<file path="config.mk">
export PLATFORM = sky130hd
export DESIGN_NAME = obstacle_feeder
export DESIGN_NICKNAME = d
export VERILOG_FILES = /design/src/rtl/segrun_pkg.sv /design/src/rtl/lfsr8.sv /design/src/rtl/obstacle_feeder.sv
export SDC_FILE = /design/constraint.sdc
export NUM_CORES = 1
export LEC_CHECK = 0
export ABC_CLOCK_PERIOD_IN_PS = 4800
export BUFFER_PORTS_ARGS = -buffer_cell sky130_fd_sc_hd__buf_2
export CORE_ASPECT_RATIO = 1.75
export CORE_MARGIN = 2
export CORE_UTILIZATION = 45
export CTS_CLUSTER_SIZE = 10
export DETAILED_ROUTE_END_ITERATION = 10
export GPL_TIMING_DRIVEN = 0
export PLACE_DENSITY = 0.72
export SLEW_MARGIN = 20
export SYNTH_ARGS = -nofsm -noshare
export SYNTH_HDL_FRONTEND = slang
export SYNTH_SLANG_ARGS = --single-unit
</file>
<file path="constraint.sdc">
create_clock -name Clk -period 4.8 [get_ports Clk]
set_input_delay 0.24 -clock Clk [delete_from_list [all_inputs] [get_ports Clk]]
set_output_delay 0.24 -clock Clk [all_outputs]
set_load 0.02 [all_outputs]
</file>
<file path="src/rtl/segrun_pkg.sv">
// Shared types and constants for the segment-runner game blocks.
package segrun_pkg;

  typedef enum logic [1:0] {
    IDLE = 2'd0,
    RUN  = 2'd1,
    HALT = 2'd2
  } state_t;

  localparam int LEVEL_W = 4;

  // Taps b7, b5, b4, b3 for x^8+x^6+x^5+x^4+1, Fibonacci form shifting left.
  localparam logic [7:0] LFSR_TAPS = 8'b1011_1000;

  function automatic logic [7:0] lfsr_next(input logic [7:0] q);
    return {q[6:0], ^(q & LFSR_TAPS)};
  endfunction

endpackage

</file>
<file path="src/rtl/lfsr8.sv">
// 8-bit Fibonacci LFSR that advances one step per Step strobe.
module lfsr8
  import segrun_pkg::*;
(
  input  logic       Clk,
  input  logic       Rst,
  input  logic       Step,
  input  logic [7:0] Seed,
  output logic [7:0] Q
);

  // An all-zero state would lock the LFSR, so a zero seed loads 8'h01.
  always_ff @(posedge Clk) begin
    if (!Rst) begin
      Q <= (Seed == 8'h00) ? 8'h01 : Seed;
    end else if (Step) begin
      Q <= lfsr_next(Q);
    end
  end

endmodule

</file>
<file path="src/rtl/obstacle_feeder.sv">
// Tick divider, obstacle generator and run/halt controller feeding the
// playfield shift register with a Shift strobe and an obstacle bit.
module obstacle_feeder
  import segrun_pkg::*;
#(
  parameter int         TICK_W      = 26,
  parameter int         INIT_PERIOD = 25000000,
  parameter int         MIN_PERIOD  = 5000000,
  parameter int         SPEED_STEP  = 1250000,
  parameter int         DENSITY     = 3,
  parameter int         MIN_GAP     = 2,
  parameter int         START_GAP   = 6,
  parameter logic [7:0] LFSR_SEED   = 8'hA5
) (
  input  logic               Clk,
  input  logic               Rst,
  input  logic               Run,
  input  logic               GameOver,
  output logic               Shift,
  output logic               BitIn,
  output logic [LEVEL_W-1:0] Level,
  output logic               Halted
);

  localparam int GAP_MAX = (MIN_GAP > START_GAP) ? MIN_GAP : START_GAP;
  localparam int GAP_W   = (GAP_MAX < 2) ? 1 : $clog2(GAP_MAX + 1);

  localparam logic [TICK_W-1:0]  ONE_T     = TICK_W'(1);
  localparam logic [TICK_W:0]    STEP_X    = (TICK_W + 1)'(SPEED_STEP);
  localparam logic [TICK_W:0]    MIN_X     = (TICK_W + 1)'(MIN_PERIOD);
  localparam logic [3:0]         DENSITY_L = 4'(DENSITY);
  localparam logic [GAP_W-1:0]   ONE_G     = GAP_W'(1);
  localparam logic [LEVEL_W-1:0] ONE_L     = LEVEL_W'(1);

  state_t               r_state;
  state_t               w_state_next;
  logic [TICK_W-1:0]    r_count;
  logic [TICK_W-1:0]    r_period;
  logic [GAP_W-1:0]     r_gap;
  logic [3:0]           r_shift_cnt;
  logic [LEVEL_W-1:0]   r_level;
  logic                 r_shift;
  logic                 r_bit_in;

  logic                 w_qual;
  logic                 w_fire;
  logic                 w_candidate;
  logic [7:0]           w_lfsr_q;
  logic [7:0]           w_lfsr_next;
  logic [TICK_W:0]      w_period_dec;
  logic [TICK_W-1:0]    w_period_new;

  // A qualifying edge needs Run high, no collision and a live controller.
  assign w_qual      = Run && !GameOver && (r_state != HALT);
  assign w_fire      = w_qual && (r_count == '0);
  assign w_lfsr_next = lfsr_next(w_lfsr_q);
  assign w_candidate = ({1'b0, w_lfsr_next[2:0]} < DENSITY_L);

  // The extra top bit is a borrow flag: set means the step overshot zero.
  assign w_period_dec = {1'b0, r_period} - STEP_X;
  assign w_period_new = (w_period_dec[TICK_W] || (w_period_dec < MIN_X))
                        ? MIN_X[TICK_W-1:0] : w_period_dec[TICK_W-1:0];

  lfsr8 u_lfsr (
    .Clk  (Clk),
    .Rst  (Rst),
    .Step (w_fire),
    .Seed (LFSR_SEED),
    .Q    (w_lfsr_q)
  );

  always_ff @(posedge Clk) begin
    if (!Rst) begin
      r_state <= IDLE;
    end else begin
      r_state <= w_state_next;
    end
  end

  // NOTE: default first so every path assigns w_state_next and no latch forms.
  always_comb begin
    w_state_next = r_state;
    case (r_state)
      IDLE:    if (GameOver) w_state_next = HALT;
               else if (Run) w_state_next = RUN;
      RUN:     if (GameOver) w_state_next = HALT;
               else if (!Run) w_state_next = IDLE;
      HALT:    w_state_next = HALT;
      default: w_state_next = IDLE;
    endcase
  end

  // NOTE: non-blocking updates let the wrap edge reload from the old period.
  always_ff @(posedge Clk) begin
    if (!Rst) begin
      r_count     <= TICK_W'(INIT_PERIOD - 1);
      r_period    <= TICK_W'(INIT_PERIOD);
      r_gap       <= GAP_W'(START_GAP);
      r_shift_cnt <= '0;
      r_level     <= '0;
      r_shift     <= 1'b0;
      r_bit_in    <= 1'b0;
    end else begin
      r_shift <= w_fire;
      if (w_qual) begin
        r_count <= w_fire ? (r_period - ONE_T) : (r_count - ONE_T);
      end
      if (w_fire) begin
        if (r_gap != '0) begin
          r_bit_in <= 1'b0;
          r_gap    <= r_gap - ONE_G;
        end else if (w_candidate) begin
          r_bit_in <= 1'b1;
          r_gap    <= GAP_W'(MIN_GAP);
        end else begin
          r_bit_in <= 1'b0;
        end
        r_shift_cnt <= r_shift_cnt + 4'd1;
        if (r_shift_cnt == 4'hF) begin
          r_period <= w_period_new;
          if (r_level != '1) begin
            r_level <= r_level + ONE_L;
          end
        end
      end
    end
  end

  assign Shift  = r_shift;
  assign BitIn  = r_bit_in;
  assign Level  = r_level;
  assign Halted = (r_state == HALT);

endmodule
</file>
==> metrics.cfg <==
[status]
status=complete, no violations

[power_and_ir_drop]
finalPower_w=0.001320
vdd_drop_max_mv=0.2723
swShare=0.2267
p_switching_w=0.0002992
p_int_w=0.001021
pwr-share-comb=0.056
powerDensity_mw_per_mm2=268.9
power_leakage_nw=1.607
seqPwrFrac=0.457
pwr-share-clk=0.486

[yosys]
yosysSeqAreaShare=0.3214
syn_inst=598
syn_area_mm2=0.004422
ys.flop_type=dfxtp_1
ys_warn_count=0
synth_nets=608
syn_avg_cell_area_um2=7.394
async_flop_share=0
ys_seq_elements=71
synth_cell_types=69
synth_edf_count=0

[cells_and_area]
drive_gt1_frac=0.08521
fin_util=0.5152
fin_nets=629
final_common_cell=nand2_1
insertedDiodeCount=0
areaGrowthSynthToFinish_pct=11.01
stdcell_count=744
final_cell_mix=nand2_1, dfxtp_1, a21oi_1, nor2_1, clkbuf_1

[placed_design]
dp_cells=730
port_buffers=10
gp_congestion=0.9540
dp_hpwl_mm=10.24

[critical_path]
path_class=flip-flop to flip-flop
cp_slowest_stage_delay_ns=0.60
crit_top_cell=a21oi_1
path_cells=clkbuf_1, inv_1, ha_1, and4b_1, o21ai_1, a21oi_1, o2111ai_1, a41o_1, nand3_1, buf_2, a21oi_1, a31o_2
worstPathArrival_ns=4.27
setup.worst_path.end_class=flip-flop
path_buf_inv=3
required_ns=5.03
slowest_stage=a21oi_1
cp-start-kind=flip-flop
critPathTopFamily=compound AO/OA/AOI/OAI gates
path_max_fanout=10

[clock_network]
cts_inserted_buffers=9
cts-htree-levels=3
cts.clk_slew.worst_paths_ns=0.06
ctsHoldBuffers=0
clkLatencyLatePin_ns=0.34
clk_path_buf_depth=2
cts_tree=done
cts_post_setup_buffers_inserted=0
clock_sinks=71
cts-root-buf=clkbuf_16
cts_resized=0

[drt]
via_per_inst=6.352
drt_wl_total_mm=13.86
drt_iter0_markers=363
num_vias=4726
ant_nets=0
drc=0
firstDrtPassIters=6
wire_per_inst_um=18.63

[global_routing]
track_usage=0.2689
grt_start_max_net_pins=11
grt-ovfl-total=0
grt_pass1_vias=4669
grt_antenna_before_repair=0
grt_first_pass_wirelength_mm=22.31

[sta]
fin_crit_sh=0.8410
finalHoldViolCount=0
finClkSkew_ns=0.01071
period_needed_ns=4.037
hold_slack_ns=0.1844
slew_headroom=0.1827
drv_slew=0
rsz0062_at_grt=false
fin_tns_setup_ns=0
worstMarginPinSlew_ns=1.215
setup_viol=0
max_freq_mhz=247.7

[floorplan]
die_h_um=135.1
dieArea_mm2=0.01067
row_count=47
core_area_mm2=0.009527
pin_count=11
die_w_um=78.93
start_util=0.4641

[flow_run]
cap_violations=0

[min_path]
hp-class=primary input to flip-flop

synthesized netlist by cell type (5+ instances only):
library cell,n,share of area
clkbuf_1,39,0.033
a21oi_1,60,0.068
o22ai_1,10,0.014
or2_2,11,0.016
nand2_1,81,0.069
inv_1,8,0.0068
o31ai_1,5,0.0085
a21o_1,5,0.0085
nand4_1,9,0.013
o211ai_1,6,0.010
nand3_1,23,0.026
xor2_1,6,0.012
nor2_1,50,0.042
nor2b_1,5,0.0071
and2_1,5,0.0071
nand2b_1,7,0.0099
o21ai_0,39,0.044
nor4_1,7,0.0099
a22oi_1,11,0.019
dfxtp_1,71,0.32
nor3_1,22,0.025
or3_1,13,0.018
and3_1,5,0.0071
ha_1,6,0.017
a211o_1,5,0.0099
xnor2_1,10,0.020
a221o_1,6,0.014
per-layer routing:
metal / track usage / vias to the layer above / share of wire
met1: 0.2837 / 2237 / 0.37
met5: 0 / - / 0
met2: 0.4677 / 184 / 0.51
met4: 0.2079 / 0 / 0.072
met3: 0.04467 / 71 / 0.048
li1: - / 2234 / -
through the flow:
stage	area, um^2	worst slack [ns]
after floorplan	4422	1.807
after global placement	4624	0.9915
after detailed placement	4624	0.9268
after CTS	4908	0.9108
after global routing	4908	0.6083
final	4908	0.7634
path summary, 6_finish.rpt:
check                           depth (start not counted)  slack [ns]                      from                   endpoint
worst max-delay path                                   12        0.76  r_period[4]$_SDFFE_PN0P_  r_period[10]$_SDFFE_PN0P_
worst min-delay path                                    3        0.18                  GameOver    r_state[1]$_SDFFE_PN0P_
worst max register to register                         12        0.76  r_period[4]$_SDFFE_PN0P_  r_period[10]$_SDFFE_PN0P_
worst min register to register                          1        0.45   r_state[1]$_SDFFE_PN0P_    r_state[0]$_SDFFE_PN0P_
cells by family (layout without fill, tap and decap cells):
family | Yosys count | after routing | share of synthesized area
AOI/OAI and AO/OA | 182 | 182 | 0.2634
xor gates and xnor gates | 16 | 16 | 0.03169
adders and majority gates | 6 | 6 | 0.01698
buffers and inverters | 53 | 77 | 0.04612
DFF | 71 | 71 | 0.3214
muxes | 2 | 2 | 0.004528
and+or+nand+nor | 268 | 268 | 0.3158
state kept, by name, indices dropped and copies added (netlist names):
name and flops:
BitIn 1, Level 4, Shift 1, r_count 26
r_gap 3, r_period 22, r_shift_cnt 4, r_state 2
u_lfsr.Q 8
final cells by class:
type,instances,area [um^2]
inverter,9,33.78
fill,967,4618
clock buffer,14,284.0
multi-input combinational,474,2796
timing repair buffer,10,50.05
tap,122,152.6
buffer,44,170.2
sequential,71,1421
worst min-delay path: stages:
cell	delay, ns
buf_2	0.11
nand2b_1	0.06
a21oi_1	0.06
power by group through the flow:
stage	logic [W]	registers, W	clock network, W
after CTS	0.0000731	0.000603	0.000652
after detailed placement	0.0000725	0.000616	0
after global placement	0.0000718	0.000615	0
after global routing	0.0000812	0.000604	0.000670
final	0.0000742	0.000604	0.000642
after floorplan	0.0000508	0.000614	0
No activity file was read; power rests on OpenSTA's default activity.
